`config.mk`:
```
export PLATFORM = sky130hd
export DESIGN_NAME = ex_stage_flat
export DESIGN_NICKNAME = d
export VERILOG_FILES = /design/src/rtl/ex_stage_pkg.sv /design/src/rtl/ex_stage_if.sv /design/src/rtl/ex_stage_mul_div_unit.sv /design/src/rtl/ex_stage.sv /design/src/flat_wrapper.sv
export SDC_FILE = /design/constraint.sdc
export NUM_CORES = 1
export LEC_CHECK = 0
export ABC_AREA = 1
export CORE_MARGIN = 2
export CORE_UTILIZATION = 45
export DETAILED_ROUTE_END_ITERATION = 6
export PLACE_DENSITY = 0.72
export SLEW_MARGIN = 40
export SYNTH_ARGS = -nofsm -noshare
export SYNTH_HDL_FRONTEND = slang
export SYNTH_SLANG_ARGS = --single-unit
export TNS_END_PERCENT = 20
```
`constraint.sdc`:
```
create_clock -name clk -period 20.2 [get_ports clk]
set_input_delay 5.05 -clock clk [delete_from_list [all_inputs] [get_ports clk]]
set_output_delay 5.05 -clock clk [all_outputs]
set_load 0.01 [all_outputs]
```
`src/rtl/ex_stage_pkg.sv`:
```
// Shared decode constants, forward-select encoding and state/control enums
// for the MIPS execute stage.
package ex_stage_pkg;

   localparam logic [5:0] OP_RTYPE = 6'h00;
   localparam logic [5:0] OP_BEQ   = 6'h04;
   localparam logic [5:0] OP_ADDI  = 6'h08;
   localparam logic [5:0] OP_ADDIU = 6'h09;
   localparam logic [5:0] OP_SLTI  = 6'h0A;
   localparam logic [5:0] OP_ANDI  = 6'h0C;
   localparam logic [5:0] OP_ORI   = 6'h0D;
   localparam logic [5:0] OP_LW    = 6'h23;
   localparam logic [5:0] OP_SW    = 6'h2B;

   localparam logic [5:0] F_MFHI  = 6'h10;
   localparam logic [5:0] F_MFLO  = 6'h12;
   localparam logic [5:0] F_MULT  = 6'h18;
   localparam logic [5:0] F_MULTU = 6'h19;
   localparam logic [5:0] F_DIV   = 6'h1A;
   localparam logic [5:0] F_DIVU  = 6'h1B;
   localparam logic [5:0] F_ADD   = 6'h20;
   localparam logic [5:0] F_ADDU  = 6'h21;
   localparam logic [5:0] F_SUB   = 6'h22;
   localparam logic [5:0] F_SUBU  = 6'h23;
   localparam logic [5:0] F_AND   = 6'h24;
   localparam logic [5:0] F_OR    = 6'h25;
   localparam logic [5:0] F_SLT   = 6'h2A;

   localparam logic [1:0] FWD_REG = 2'b00;
   localparam logic [1:0] FWD_WB  = 2'b01;
   localparam logic [1:0] FWD_MEM = 2'b10;

   typedef enum logic [2:0] {
      ALU_ADD, ALU_SUB, ALU_AND, ALU_OR, ALU_SLT, ALU_MFHI, ALU_MFLO
   } alu_ctrl_e;

   typedef enum logic {MD_IDLE, MD_RUN} md_state_e;

endpackage

```
`src/rtl/ex_stage_if.sv`:
```
// ID/EX inputs, forwarding controls and EX/MEM outputs of the execute stage.
interface ex_stage_if #(parameter int XLEN = 32);
   logic [5:0]      Op;
   logic [5:0]      Funct;
   logic [XLEN-1:0] A;
   logic [XLEN-1:0] B;
   logic [XLEN-1:0] SignImmE;
   logic [4:0]      RtE;
   logic [4:0]      RdE;
   logic [XLEN-1:0] ResultW;
   logic [1:0]      ForwardAE;
   logic [1:0]      ForwardBE;
   logic            StallE;
   logic [XLEN-1:0] ALUOutM;
   logic [XLEN-1:0] WriteDataM;
   logic [4:0]      WriteRegM;
   logic            RegWriteM;
   logic            MemWriteM;
   logic            MemtoRegM;

   modport master (
      output Op, Funct, A, B, SignImmE, RtE, RdE, ResultW, ForwardAE, ForwardBE,
      input  StallE, ALUOutM, WriteDataM, WriteRegM, RegWriteM, MemWriteM, MemtoRegM
   );

   modport slave (
      input  Op, Funct, A, B, SignImmE, RtE, RdE, ResultW, ForwardAE, ForwardBE,
      output StallE, ALUOutM, WriteDataM, WriteRegM, RegWriteM, MemWriteM, MemtoRegM
   );
endinterface

```
`src/rtl/ex_stage_mul_div_unit.sv`:
```
// Iterative multiply/divide on operand magnitudes, one bit per cycle,
// with signs applied when HI/LO are written on the final iteration.
module mul_div_unit
   import ex_stage_pkg::*;
#(
   parameter int XLEN     = 32,
   parameter int MD_ITERS = 32
) (
   input  logic            clk,
   input  logic            rst_n,
   input  logic            i_start,
   input  logic            i_signed,
   input  logic            i_is_div,
   input  logic [XLEN-1:0] i_a,
   input  logic [XLEN-1:0] i_b,
   output logic            o_busy,
   output logic [XLEN-1:0] o_hi,
   output logic [XLEN-1:0] o_lo
);
   localparam int            CW   = (MD_ITERS > 1) ? $clog2(MD_ITERS) : 1;
   localparam logic [CW-1:0] LAST = CW'(MD_ITERS - 1);

   md_state_e         r_state;
   logic [CW-1:0]     r_cnt;
   logic [XLEN-1:0]   r_hi, r_lo;
   logic              r_div, r_neg_q, r_neg_r;
   logic [2*XLEN-1:0] r_acc, r_mcand;
   logic [XLEN-1:0]   r_mplier;

   logic signed [XLEN-1:0] w_a_s, w_b_s;
   logic                   w_a_neg, w_b_neg, w_load;
   logic [XLEN-1:0]        w_a_mag, w_b_mag, w_fin_hi, w_fin_lo;
   logic [XLEN:0]          w_rem_try;
   logic [2*XLEN-1:0]      w_acc_nxt, w_prod_fix;

   assign w_a_s   = i_a;
   assign w_b_s   = i_b;
   assign w_a_neg = i_signed & (w_a_s < 0);
   assign w_b_neg = i_signed & (w_b_s < 0);
   assign w_a_mag = w_a_neg ? -i_a : i_a;
   assign w_b_mag = w_b_neg ? -i_b : i_b;
   assign w_load  = (r_state == MD_IDLE) & i_start;
   assign o_busy  = (r_state == MD_RUN);
   assign o_hi    = r_hi;
   assign o_lo    = r_lo;

   // Divide keeps {remainder, dividend/quotient} in r_acc and the divisor in r_mcand[XLEN-1:0].
   assign w_rem_try = {r_acc[2*XLEN-1:XLEN], r_acc[XLEN-1]} - {1'b0, r_mcand[XLEN-1:0]};

   always_comb begin
      w_acc_nxt = r_acc;
      if (r_div) begin
         if (!w_rem_try[XLEN]) w_acc_nxt = {w_rem_try[XLEN-1:0], r_acc[XLEN-2:0], 1'b1};
         else                  w_acc_nxt = {r_acc[2*XLEN-2:0], 1'b0};
      end else if (r_mplier[0]) begin
         w_acc_nxt = r_acc + r_mcand;
      end
   end

   assign w_prod_fix = r_neg_q ? -w_acc_nxt : w_acc_nxt;

   always_comb begin
      w_fin_hi = w_prod_fix[2*XLEN-1:XLEN];
      w_fin_lo = w_prod_fix[XLEN-1:0];
      if (r_div) begin
         w_fin_lo = r_neg_q ? -w_acc_nxt[XLEN-1:0] : w_acc_nxt[XLEN-1:0];
         w_fin_hi = r_neg_r ? -w_acc_nxt[2*XLEN-1:XLEN] : w_acc_nxt[2*XLEN-1:XLEN];
      end
   end

   always_ff @(posedge clk or negedge rst_n) begin
      if (!rst_n) begin
         r_state <= MD_IDLE;
         r_cnt   <= '0;
         r_hi    <= '0;
         r_lo    <= '0;
      end else begin
         case (r_state)
            MD_IDLE: if (i_start) begin
               r_state <= MD_RUN;
               r_cnt   <= '0;
            end
            MD_RUN: begin
               r_cnt <= r_cnt + CW'(1);
               if (r_cnt == LAST) begin
                  r_state <= MD_IDLE;
                  r_hi    <= w_fin_hi;
                  r_lo    <= w_fin_lo;
               end
            end
         endcase
      end
   end

   always_ff @(posedge clk) begin
      if (w_load) begin
         r_div    <= i_is_div;
         r_neg_q  <= w_a_neg ^ w_b_neg;
         r_neg_r  <= w_a_neg;
         r_mplier <= w_b_mag;
         if (i_is_div) begin
            r_acc   <= {{XLEN{1'b0}}, w_a_mag};
            r_mcand <= {{XLEN{1'b0}}, w_b_mag};
         end else begin
            r_acc   <= '0;
            r_mcand <= {{XLEN{1'b0}}, w_a_mag};
         end
      end else if (o_busy) begin
         r_acc <= w_acc_nxt;
         if (!r_div) begin
            r_mcand  <= r_mcand << 1;
            r_mplier <= r_mplier >> 1;
         end
      end
   end

endmodule

```
`src/rtl/ex_stage.sv`:
```
// MIPS execute stage: operand forwarding, ALU, multiply/divide with HI/LO
// and the EX/MEM pipeline register.
module ex_stage
   import ex_stage_pkg::*;
#(
   parameter int XLEN     = 32,
   parameter int MD_ITERS = 32
) (
   input  logic     clk,
   input  logic     rst_n,
   ex_stage_if.slave bus
);
   alu_ctrl_e              w_alu_ctrl;
   logic                   w_use_imm, w_zext, w_reg_write, w_mem_write, w_mem_to_reg, w_dst_rd;
   logic                   w_md_op, w_md_signed, w_md_div, w_mf_read, w_md_busy, w_stall;
   logic [XLEN-1:0]        w_src_a, w_fwd_b, w_src_b, w_imm, w_alu_res, w_md_hi, w_md_lo;
   logic signed [XLEN-1:0] w_a_s, w_b_s;

   logic [XLEN-1:0] r_alu_out_p1, r_wdata_p1;
   logic [4:0]      r_wreg_p1;
   logic            r_reg_write_p1, r_mem_write_p1, r_mem_to_reg_p1;

   function automatic logic [XLEN-1:0] fwd_mux(input logic [1:0] sel, input logic [XLEN-1:0] rf,
                                               input logic [XLEN-1:0] wb, input logic [XLEN-1:0] mem);
      case (sel)
         FWD_REG: return rf;
         FWD_WB:  return wb;
         FWD_MEM: return mem;
         default: return rf;
      endcase
   endfunction

   always_comb begin
      w_alu_ctrl   = ALU_ADD;
      w_use_imm    = 1'b0;
      w_zext       = 1'b0;
      w_reg_write  = 1'b0;
      w_mem_write  = 1'b0;
      w_mem_to_reg = 1'b0;
      w_dst_rd     = 1'b0;
      w_md_op      = 1'b0;
      w_md_signed  = 1'b0;
      w_md_div     = 1'b0;
      w_mf_read    = 1'b0;
      case (bus.Op)
         OP_RTYPE: begin
            w_dst_rd = 1'b1;
            case (bus.Funct)
               F_ADD, F_ADDU: w_reg_write = 1'b1;
               F_SUB, F_SUBU: begin w_alu_ctrl = ALU_SUB;  w_reg_write = 1'b1; end
               F_AND:         begin w_alu_ctrl = ALU_AND;  w_reg_write = 1'b1; end
               F_OR:          begin w_alu_ctrl = ALU_OR;   w_reg_write = 1'b1; end
               F_SLT:         begin w_alu_ctrl = ALU_SLT;  w_reg_write = 1'b1; end
               F_MFHI:        begin w_alu_ctrl = ALU_MFHI; w_reg_write = 1'b1; w_mf_read = 1'b1; end
               F_MFLO:        begin w_alu_ctrl = ALU_MFLO; w_reg_write = 1'b1; w_mf_read = 1'b1; end
               F_MULT:        begin w_md_op = 1'b1; w_md_signed = 1'b1; end
               F_MULTU:       w_md_op = 1'b1;
               F_DIV:         begin w_md_op = 1'b1; w_md_signed = 1'b1; w_md_div = 1'b1; end
               F_DIVU:        begin w_md_op = 1'b1; w_md_div = 1'b1; end
               default:       ;
            endcase
         end
         OP_ADDI, OP_ADDIU: begin w_use_imm = 1'b1; w_reg_write = 1'b1; end
         OP_SLTI: begin w_alu_ctrl = ALU_SLT; w_use_imm = 1'b1; w_reg_write = 1'b1; end
         OP_ANDI: begin w_alu_ctrl = ALU_AND; w_use_imm = 1'b1; w_zext = 1'b1; w_reg_write = 1'b1; end
         OP_ORI:  begin w_alu_ctrl = ALU_OR;  w_use_imm = 1'b1; w_zext = 1'b1; w_reg_write = 1'b1; end
         OP_LW:   begin w_use_imm = 1'b1; w_reg_write = 1'b1; w_mem_to_reg = 1'b1; end
         OP_SW:   begin w_use_imm = 1'b1; w_mem_write = 1'b1; end
         OP_BEQ:  w_alu_ctrl = ALU_SUB;
         default: ;
      endcase
   end

   // The MEM-stage forward source is this stage's own registered result.
   assign w_src_a = fwd_mux(bus.ForwardAE, bus.A, bus.ResultW, r_alu_out_p1);
   assign w_fwd_b = fwd_mux(bus.ForwardBE, bus.B, bus.ResultW, r_alu_out_p1);
   assign w_imm   = w_zext ? {{(XLEN-16){1'b0}}, bus.SignImmE[15:0]} : bus.SignImmE;
   assign w_src_b = w_use_imm ? w_imm : w_fwd_b;
   assign w_a_s   = w_src_a;
   assign w_b_s   = w_src_b;

   always_comb begin
      w_alu_res = '0;
      case (w_alu_ctrl)
         ALU_ADD:  w_alu_res = w_src_a + w_src_b;
         ALU_SUB:  w_alu_res = w_src_a - w_src_b;
         ALU_AND:  w_alu_res = w_src_a & w_src_b;
         ALU_OR:   w_alu_res = w_src_a | w_src_b;
         ALU_SLT:  w_alu_res = {{(XLEN-1){1'b0}}, (w_a_s < w_b_s)};
         ALU_MFHI: w_alu_res = w_md_hi;
         ALU_MFLO: w_alu_res = w_md_lo;
         default:  w_alu_res = '0;
      endcase
   end

   // Any HI/LO user waits while the unit is busy; everything else keeps flowing.
   assign w_stall    = w_md_busy & (w_md_op | w_mf_read);
   assign bus.StallE = w_stall;

   mul_div_unit #(.XLEN(XLEN), .MD_ITERS(MD_ITERS)) u_mdu (
      .clk      (clk),
      .rst_n    (rst_n),
      .i_start  (w_md_op & ~w_md_busy),
      .i_signed (w_md_signed),
      .i_is_div (w_md_div),
      .i_a      (w_src_a),
      .i_b      (w_fwd_b),
      .o_busy   (w_md_busy),
      .o_hi     (w_md_hi),
      .o_lo     (w_md_lo)
   );

   // EX -> MEM boundary
   always_ff @(posedge clk or negedge rst_n) begin
      if (!rst_n) begin
         r_alu_out_p1    <= '0;
         r_wdata_p1      <= '0;
         r_wreg_p1       <= '0;
         r_reg_write_p1  <= 1'b0;
         r_mem_write_p1  <= 1'b0;
         r_mem_to_reg_p1 <= 1'b0;
      end else begin
         r_alu_out_p1    <= w_alu_res;
         r_wdata_p1      <= w_fwd_b;
         r_wreg_p1       <= w_dst_rd ? bus.RdE : bus.RtE;
         r_reg_write_p1  <= w_reg_write  & ~w_stall;
         r_mem_write_p1  <= w_mem_write  & ~w_stall;
         r_mem_to_reg_p1 <= w_mem_to_reg & ~w_stall;
      end
   end

   assign bus.ALUOutM    = r_alu_out_p1;
   assign bus.WriteDataM = r_wdata_p1;
   assign bus.WriteRegM  = r_wreg_p1;
   assign bus.RegWriteM  = r_reg_write_p1;
   assign bus.MemWriteM  = r_mem_write_p1;
   assign bus.MemtoRegM  = r_mem_to_reg_p1;

endmodule
```
`src/flat_wrapper.sv`:
```
// flat-port wrapper written by rule: the top's interface ports become plain ports
module ex_stage_flat import ex_stage_pkg::*;
#(
   parameter int XLEN     = 32,
   parameter int MD_ITERS = 32
)
  (clk, rst_n, bus_Op, bus_Funct, bus_A, bus_B, bus_SignImmE, bus_RtE, bus_RdE, bus_ResultW, bus_ForwardAE, bus_ForwardBE, bus_StallE, bus_ALUOutM, bus_WriteDataM, bus_WriteRegM, bus_RegWriteM, bus_MemWriteM, bus_MemtoRegM);
  ex_stage_if #(.XLEN(XLEN)) bus_i ();
  input  logic clk;
  input  logic rst_n;
  input wire logic [$bits(bus_i.Op)-1:0] bus_Op;
  input wire logic [$bits(bus_i.Funct)-1:0] bus_Funct;
  input wire logic [$bits(bus_i.A)-1:0] bus_A;
  input wire logic [$bits(bus_i.B)-1:0] bus_B;
  input wire logic [$bits(bus_i.SignImmE)-1:0] bus_SignImmE;
  input wire logic [$bits(bus_i.RtE)-1:0] bus_RtE;
  input wire logic [$bits(bus_i.RdE)-1:0] bus_RdE;
  input wire logic [$bits(bus_i.ResultW)-1:0] bus_ResultW;
  input wire logic [$bits(bus_i.ForwardAE)-1:0] bus_ForwardAE;
  input wire logic [$bits(bus_i.ForwardBE)-1:0] bus_ForwardBE;
  output wire logic [$bits(bus_i.StallE)-1:0] bus_StallE;
  output wire logic [$bits(bus_i.ALUOutM)-1:0] bus_ALUOutM;
  output wire logic [$bits(bus_i.WriteDataM)-1:0] bus_WriteDataM;
  output wire logic [$bits(bus_i.WriteRegM)-1:0] bus_WriteRegM;
  output wire logic [$bits(bus_i.RegWriteM)-1:0] bus_RegWriteM;
  output wire logic [$bits(bus_i.MemWriteM)-1:0] bus_MemWriteM;
  output wire logic [$bits(bus_i.MemtoRegM)-1:0] bus_MemtoRegM;
  assign bus_i.Op = bus_Op;
  assign bus_i.Funct = bus_Funct;
  assign bus_i.A = bus_A;
  assign bus_i.B = bus_B;
  assign bus_i.SignImmE = bus_SignImmE;
  assign bus_i.RtE = bus_RtE;
  assign bus_i.RdE = bus_RdE;
  assign bus_i.ResultW = bus_ResultW;
  assign bus_i.ForwardAE = bus_ForwardAE;
  assign bus_i.ForwardBE = bus_ForwardBE;
  assign bus_StallE = bus_i.StallE;
  assign bus_ALUOutM = bus_i.ALUOutM;
  assign bus_WriteDataM = bus_i.WriteDataM;
  assign bus_WriteRegM = bus_i.WriteRegM;
  assign bus_RegWriteM = bus_i.RegWriteM;
  assign bus_MemWriteM = bus_i.MemWriteM;
  assign bus_MemtoRegM = bus_i.MemtoRegM;
  ex_stage #(.XLEN(XLEN), .MD_ITERS(MD_ITERS)) u_core (.clk(clk), .rst_n(rst_n), .bus(bus_i));
endmodule
```
# Word level (Yosys, flattened, before mapping)
# Cells that the tools add are included.
op_classes:
  n_reduce_logical: 14
  muxes: 48
  n_eq_ne: 34
  magnitude_cmp: 3
  addsub: 10
  n_bitwise: 14
op_table:
  columns: ["cell", "count"]
  rows:
  - ["64-bit two-way mux", 9]
  - ["32-bit two-way mux", 13]
  - ["32-bit one-hot mux with 7 select lines", 1]
  - ["32-bit negator", 4]
  - ["32-bit one-hot mux with 2 select lines", 2]
  - ["64-bit adder", 1]
  - ["32-bit by 1-bit < comparator with 1-bit output, second input constant", 2]
  - ["64-bit negator", 1]
  - ["6-bit equality test, second input constant", 9]
  - ["6-bit by 5-bit equality test with 1-bit output, second input constant", 6]
  - ["33-bit by 32-bit subtractor with 33-bit output", 1]
  - ["32-bit adder", 1]
  - ["32-bit bitwise AND", 1]
  - ["32-bit < comparator", 1]
  - ["32-bit bitwise OR", 1]
  - ["32-bit subtractor", 1]
  - ["6-bit by 4-bit equality test with 1-bit output, second input constant", 5]
  - ["3-bit one-hot mux with 6 select lines", 1]
  - ["1-bit two-way mux", 16]
  - ["3-bit one-hot mux with 5 select lines", 1]
  - ["5-bit two-way mux", 2]
  - ["5-bit one-hot mux with 2 select lines", 1]
  - ["2-bit OR reduction", 5]
  - ["3-bit equality test, second input constant", 3]
  - ["22 further kinds", 35]
word_totals:
  elab_cells: 139
  ff_bits: 305
  out_inout_bits: 73

# Depth between registers and ports, before layout
logic_depth:
  ltp_word: 8
  mapped_depth: 35

# Cells and area by module
# A second synthesis with hierarchy kept.
unflattened:
  cells_unflattened: 5661
  hier_area_um2: 34091.4
by_module_without_submodules:
  columns: ["mod", "area_each_um2", "cells_per_inst", "n_inst"]
  rows:
  - ["mul_div_unit", 23052.1, 3760, 1]
  - ["ex_stage", 11039.3, 1901, 1]

# Worst setup path before layout
# No wires, ideal clock.
synth_path:
  path_kind: "input -> output"
  start: "input port bus_Op[5]"
  end: "output port bus_StallE"
  path_buffers: 1
  slack_ns: 9.108
  cell_stages: 6
  arrival_ns: 6.042
  path_cell_list: "nor2_1 > nand3_1 > nor2_1 > clkbuf_1 > o21ai_0 > nor2_1"
synth_between:
  elab_chain_cells: 4
synth_lines:
  columns: ["item", "line_no", "rtl"]
  rows:
  - ["start, declared", "flat_wrapper.sv:11", "input wire logic [$bits(bus_i.Op)-1:0] bus_Op;"]
  - ["6-bit logical NOT *", "ex_stage.sv:45", "case (bus.Op)"]
  - ["1-bit two-way mux", "ex_stage.sv:45", null]
  - ["1-bit bitwise OR *", "ex_stage.sv:97", "assign w_stall = w_md_busy & (w_md_op | w_mf_read);"]
  - ["1-bit bitwise AND *", "ex_stage.sv:97", null]
  - ["end, declared", "flat_wrapper.sv:21", "output wire logic [$bits(bus_i.StallE)-1:0] bus_StallE;"]
# Every way passes the cells marked *; elsewhere a longest branch is shown, timed or not.

# Final worst setup path
# Ends and elaborated chain as after synthesis.

==> reports/qor.csv <==
stage,metric,value,unit
power,pwr/cell area,65.60,nW/um2
timing,max-slew violation count,0,
finish,most frequent cells in the layout,"1631 x nand2_1, 830 x inv_1, 457 x nor2_1",
finish,layout cells sized above 1,4.711,%
placed_design,Placer Congestion,1.060,
logic_synthesis,Gate Count Post-Synth,5150,
routing,Remaining DRCs,0,
setup_path,crit-path max FO,12,
floorplan,number of I/O pins,229,
setup_path,"most used cell, CP",nor2_1,
timing,final setup fails,0,
grt,gr ovfl total,0,
power,Lkg Pwr,18.40,nW
timing,slew margin rel.,41.57,%
cts,cts hold-fix bufs,0,
finish,Filler Cell Count,7284,
power,sequential share of power,32.3,%
timing,Final min period,12.35,ns
cts,clk_lat worst skew,0.59,ns
logic_synthesis,Mapped Area,32150,um2
cts,post_cts resized,0,
logic_synthesis,Synthesized Nets,5522,
floorplan,initial core utilization,45.21,%
grt,initial antenna violation count,6,
routing,WL per Instance,22.13,um
cts,Clock Path Buffers,3,
finish,"commonest non-fill, non-tap cell in the layout",nand2_1,
logic_synthesis,Seq cells post-synth,305,
timing,Final Hold Fails,0,
routing,WL final,138900,um
logic_synthesis,Yosys warning count,0,
timing,Slew @ Worst Pin,0.8706,ns
cts,htree depth,2,
setup_path,CP Launch Type,input pin,
placed_design,DP Wirelength,113500,um
timing,Max Freq,80.96,MHz
power,Net Sw Frac,40.14,%
routing,Post-DRT Antenna Nets,0,
grt,GRT Resource Usage Total,36.71,%
floorplan,core area,71120,um2
power,internal power,1.436,mW
worst_hold_path,Min-Delay Path Class,reg -> reg,
setup_path,Max stage delay on crit path,0.59,ns
setup_path,crit path DAT,7.30,ns
setup_path,CP Cell Sequence,"clkdlybuf4s50_1, nor2_1, nand3_1, nor2_1, o21ai_0, nor2_1, clkdlybuf4s50_1",
floorplan,Die Ht,271.3,um
power,P_sw,0.9633,mW
cts,CTS Sinks,305,
floorplan,die width,271.3,um
timing,final setup TNS,0,ns
power,clock group share of total power,30.3,%
run,Max Cap Viol,0,
finish,area of the multi-input gates,19850,um2
timing,RSZ-0062 raised after global routing,no,
routing,First-pass DRT Iterations,6,
setup_path,slowest CP cell,clkdlybuf4s50_1,
finish,Reg area,8448,um2
setup_path,Crit Path Class,in -> out,
floorplan,die area,73600,um2
floorplan,Site Rows,98,
grt,largest net degree at the start of global routing,89,
timing,worst clock skew,0.02028,ns
timing,fin crit share,61.15,%
cts,clock root cell,clkbuf_16,
outcome,status,"finished, final reports clean",
logic_synthesis,prevailing post-synth register cell,edfxtp_1,
power,Gate power share,37.4,%
cts,CTS tree,yes,
routing,Starting DRT DRC Count,4736,
setup_path,Worst Path Required,15.15,ns
logic_synthesis,mean area per synthesized cell,6.243,um2
grt,vias in the first global route,32280,
routing,Vias per Instance,5.672,
placed_design,PortBufs,228,
finish,synth-to-layout area growth,13.78,%
cts,TritonCTS buffer count,38,
routing,via count,35610,
cts,clock transition at the registers of the reported paths,0.06,ns
logic_synthesis,post-synth cell types,65,
setup_path,Worst setup EP type,primary output,
logic_synthesis,"EDFF count, synth",163,
finish,Final #Nets,5670,
cts,Setup Buffers After CTS,0,
logic_synthesis,post-synthesis async set-or-reset flop share,46.56,%
finish,final core occ,51.44,%
logic_synthesis,sequential fraction of the synthesis area,26.28,%
grt,first-pass GRT wire length,204300,um
power,VDD IR max,55.97,uV
==> per-layer routing <==
layer | GRT usage, % | up-vias | routed length, um | share of wire (%)
met5 | 0 | - | 61 | 0.044
met4 | 15.14 | 10 | 6697 | 4.8
met3 | 5.263 | 318 | 14400 | 10
met2 | 56.27 | 1902 | 59150 | 43
met1 | 51.75 | 16560 | 58620 | 42
li1 | - | 16830 | - | -
==> per-stage QoR <==
stage	power, mW	instance area [um2]	setup WS (ns)	cells	hold WS, ns
2_1_floorplan	1.267	32150	9.108	5150	0.4494
3_3_place_gp	1.642	35230	7.852	6206	0.4700
3_5_place_dp	1.644	35290	7.883	6208	0.4702
4_1_cts	2.369	36550	7.874	6278	0.4873
5_1_grt	2.496	36580	7.654	6279	0.5184
6_report	2.400	36580	7.848	6279	0.4915
==> power by group through the flow <==
stage,Clock (mW),Sequential (mW),Combinational [mW]
floorplan,0,0.774,0.493
CTS,0.730,0.771,0.868
detailed placement,0,0.780,0.864
finish,0.727,0.775,0.898
global placement,0,0.782,0.860
global route,0.751,0.776,0.969
==> registers in the layout (all words and copies together) (netlist names), 5 cells and up <==
name,cells
u_core.bus.WriteDataM,32
u_core.bus.WriteRegM,5
u_core.bus.ALUOutM,32
u_core.u_mdu.o_lo,32
u_core.u_mdu.r_acc,64
u_core.u_mdu.o_hi,32
u_core.u_mdu.r_cnt,5
u_core.u_mdu.r_mplier,32
u_core.u_mdu.r_mcand,64
==> area by class of cell <==
type	instances	area share [%]
multi-input cells	3832	54.25
flip-flops and latches	305	23.09
inverters	853	8.763
repair buffers	268	7.179
well taps	950	3.249
clock buffers	53	2.921
clock inverters	17	0.5336
diodes	1	0.006841
==> cells in the mapped netlist, types with 23 or more instances <==
cell type	number	area [um2]
nand2_1	1634	6133
inv_1	832	3123
nor2_1	461	1730
nand3_1	373	1867
a21oi_1	282	1411
o21ai_0	260	1301
ha_1	212	2653
edfxtp_1	163	4895
dfrtp_1	142	3553
clkbuf_1	106	397.9
xor2_1	99	867.1
o21ai_1	50	250.2
nand4_1	42	262.8
nor3_1	38	190.2
o22ai_1	34	212.7
a221oi_1	33	289.0
a221o_1	30	300.3
buf_2	29	145.1
nor2_2	29	181.4
nand2_2	25	156.4
o211ai_1	23	172.7
==> worst max-delay path, delay by kind of cell <==
kind | cells | cell delay [ns]
and+or+nand+nor | 4 | 1.07
AOI/OAI and AO/OA | 1 | 0.18
buffers and inverters | 2 | 1.01
==> logic make-up after synthesis <==
logic type               share of synthesized area, %
AO/OA/AOI/OAI                                   15.34
adder cells (fa/ha/maj)                         8.499
flip-flops                                      26.28
buffers and inverters                           12.24
AND/OR/NAND/NOR                                 34.55
XOR/XNOR                                        3.106
==> worst paths after layout <==
path	startpoint	cells past startpoint	endpoint	slack (ns)
worst max-delay path	bus_Op[5]	7	bus_StallE	7.85
worst min-delay path	u_core.u_mdu.o_hi[4]	2	u_core.u_mdu.o_hi[4]	0.49
worst max register to register	u_core.u_mdu.r_mcand[0]	34	u_core.u_mdu.o_hi[26]	14.68
worst min register to register	u_core.u_mdu.o_hi[4]	2	u_core.u_mdu.o_hi[4]	0.49
max in group asynchronous	rst_n	2	u_core.u_mdu.o_hi[19]	14.59
min in group asynchronous	rst_n	1	u_core.bus.WriteRegM[4]	4.50
Power figures use the tool's default switching activity.
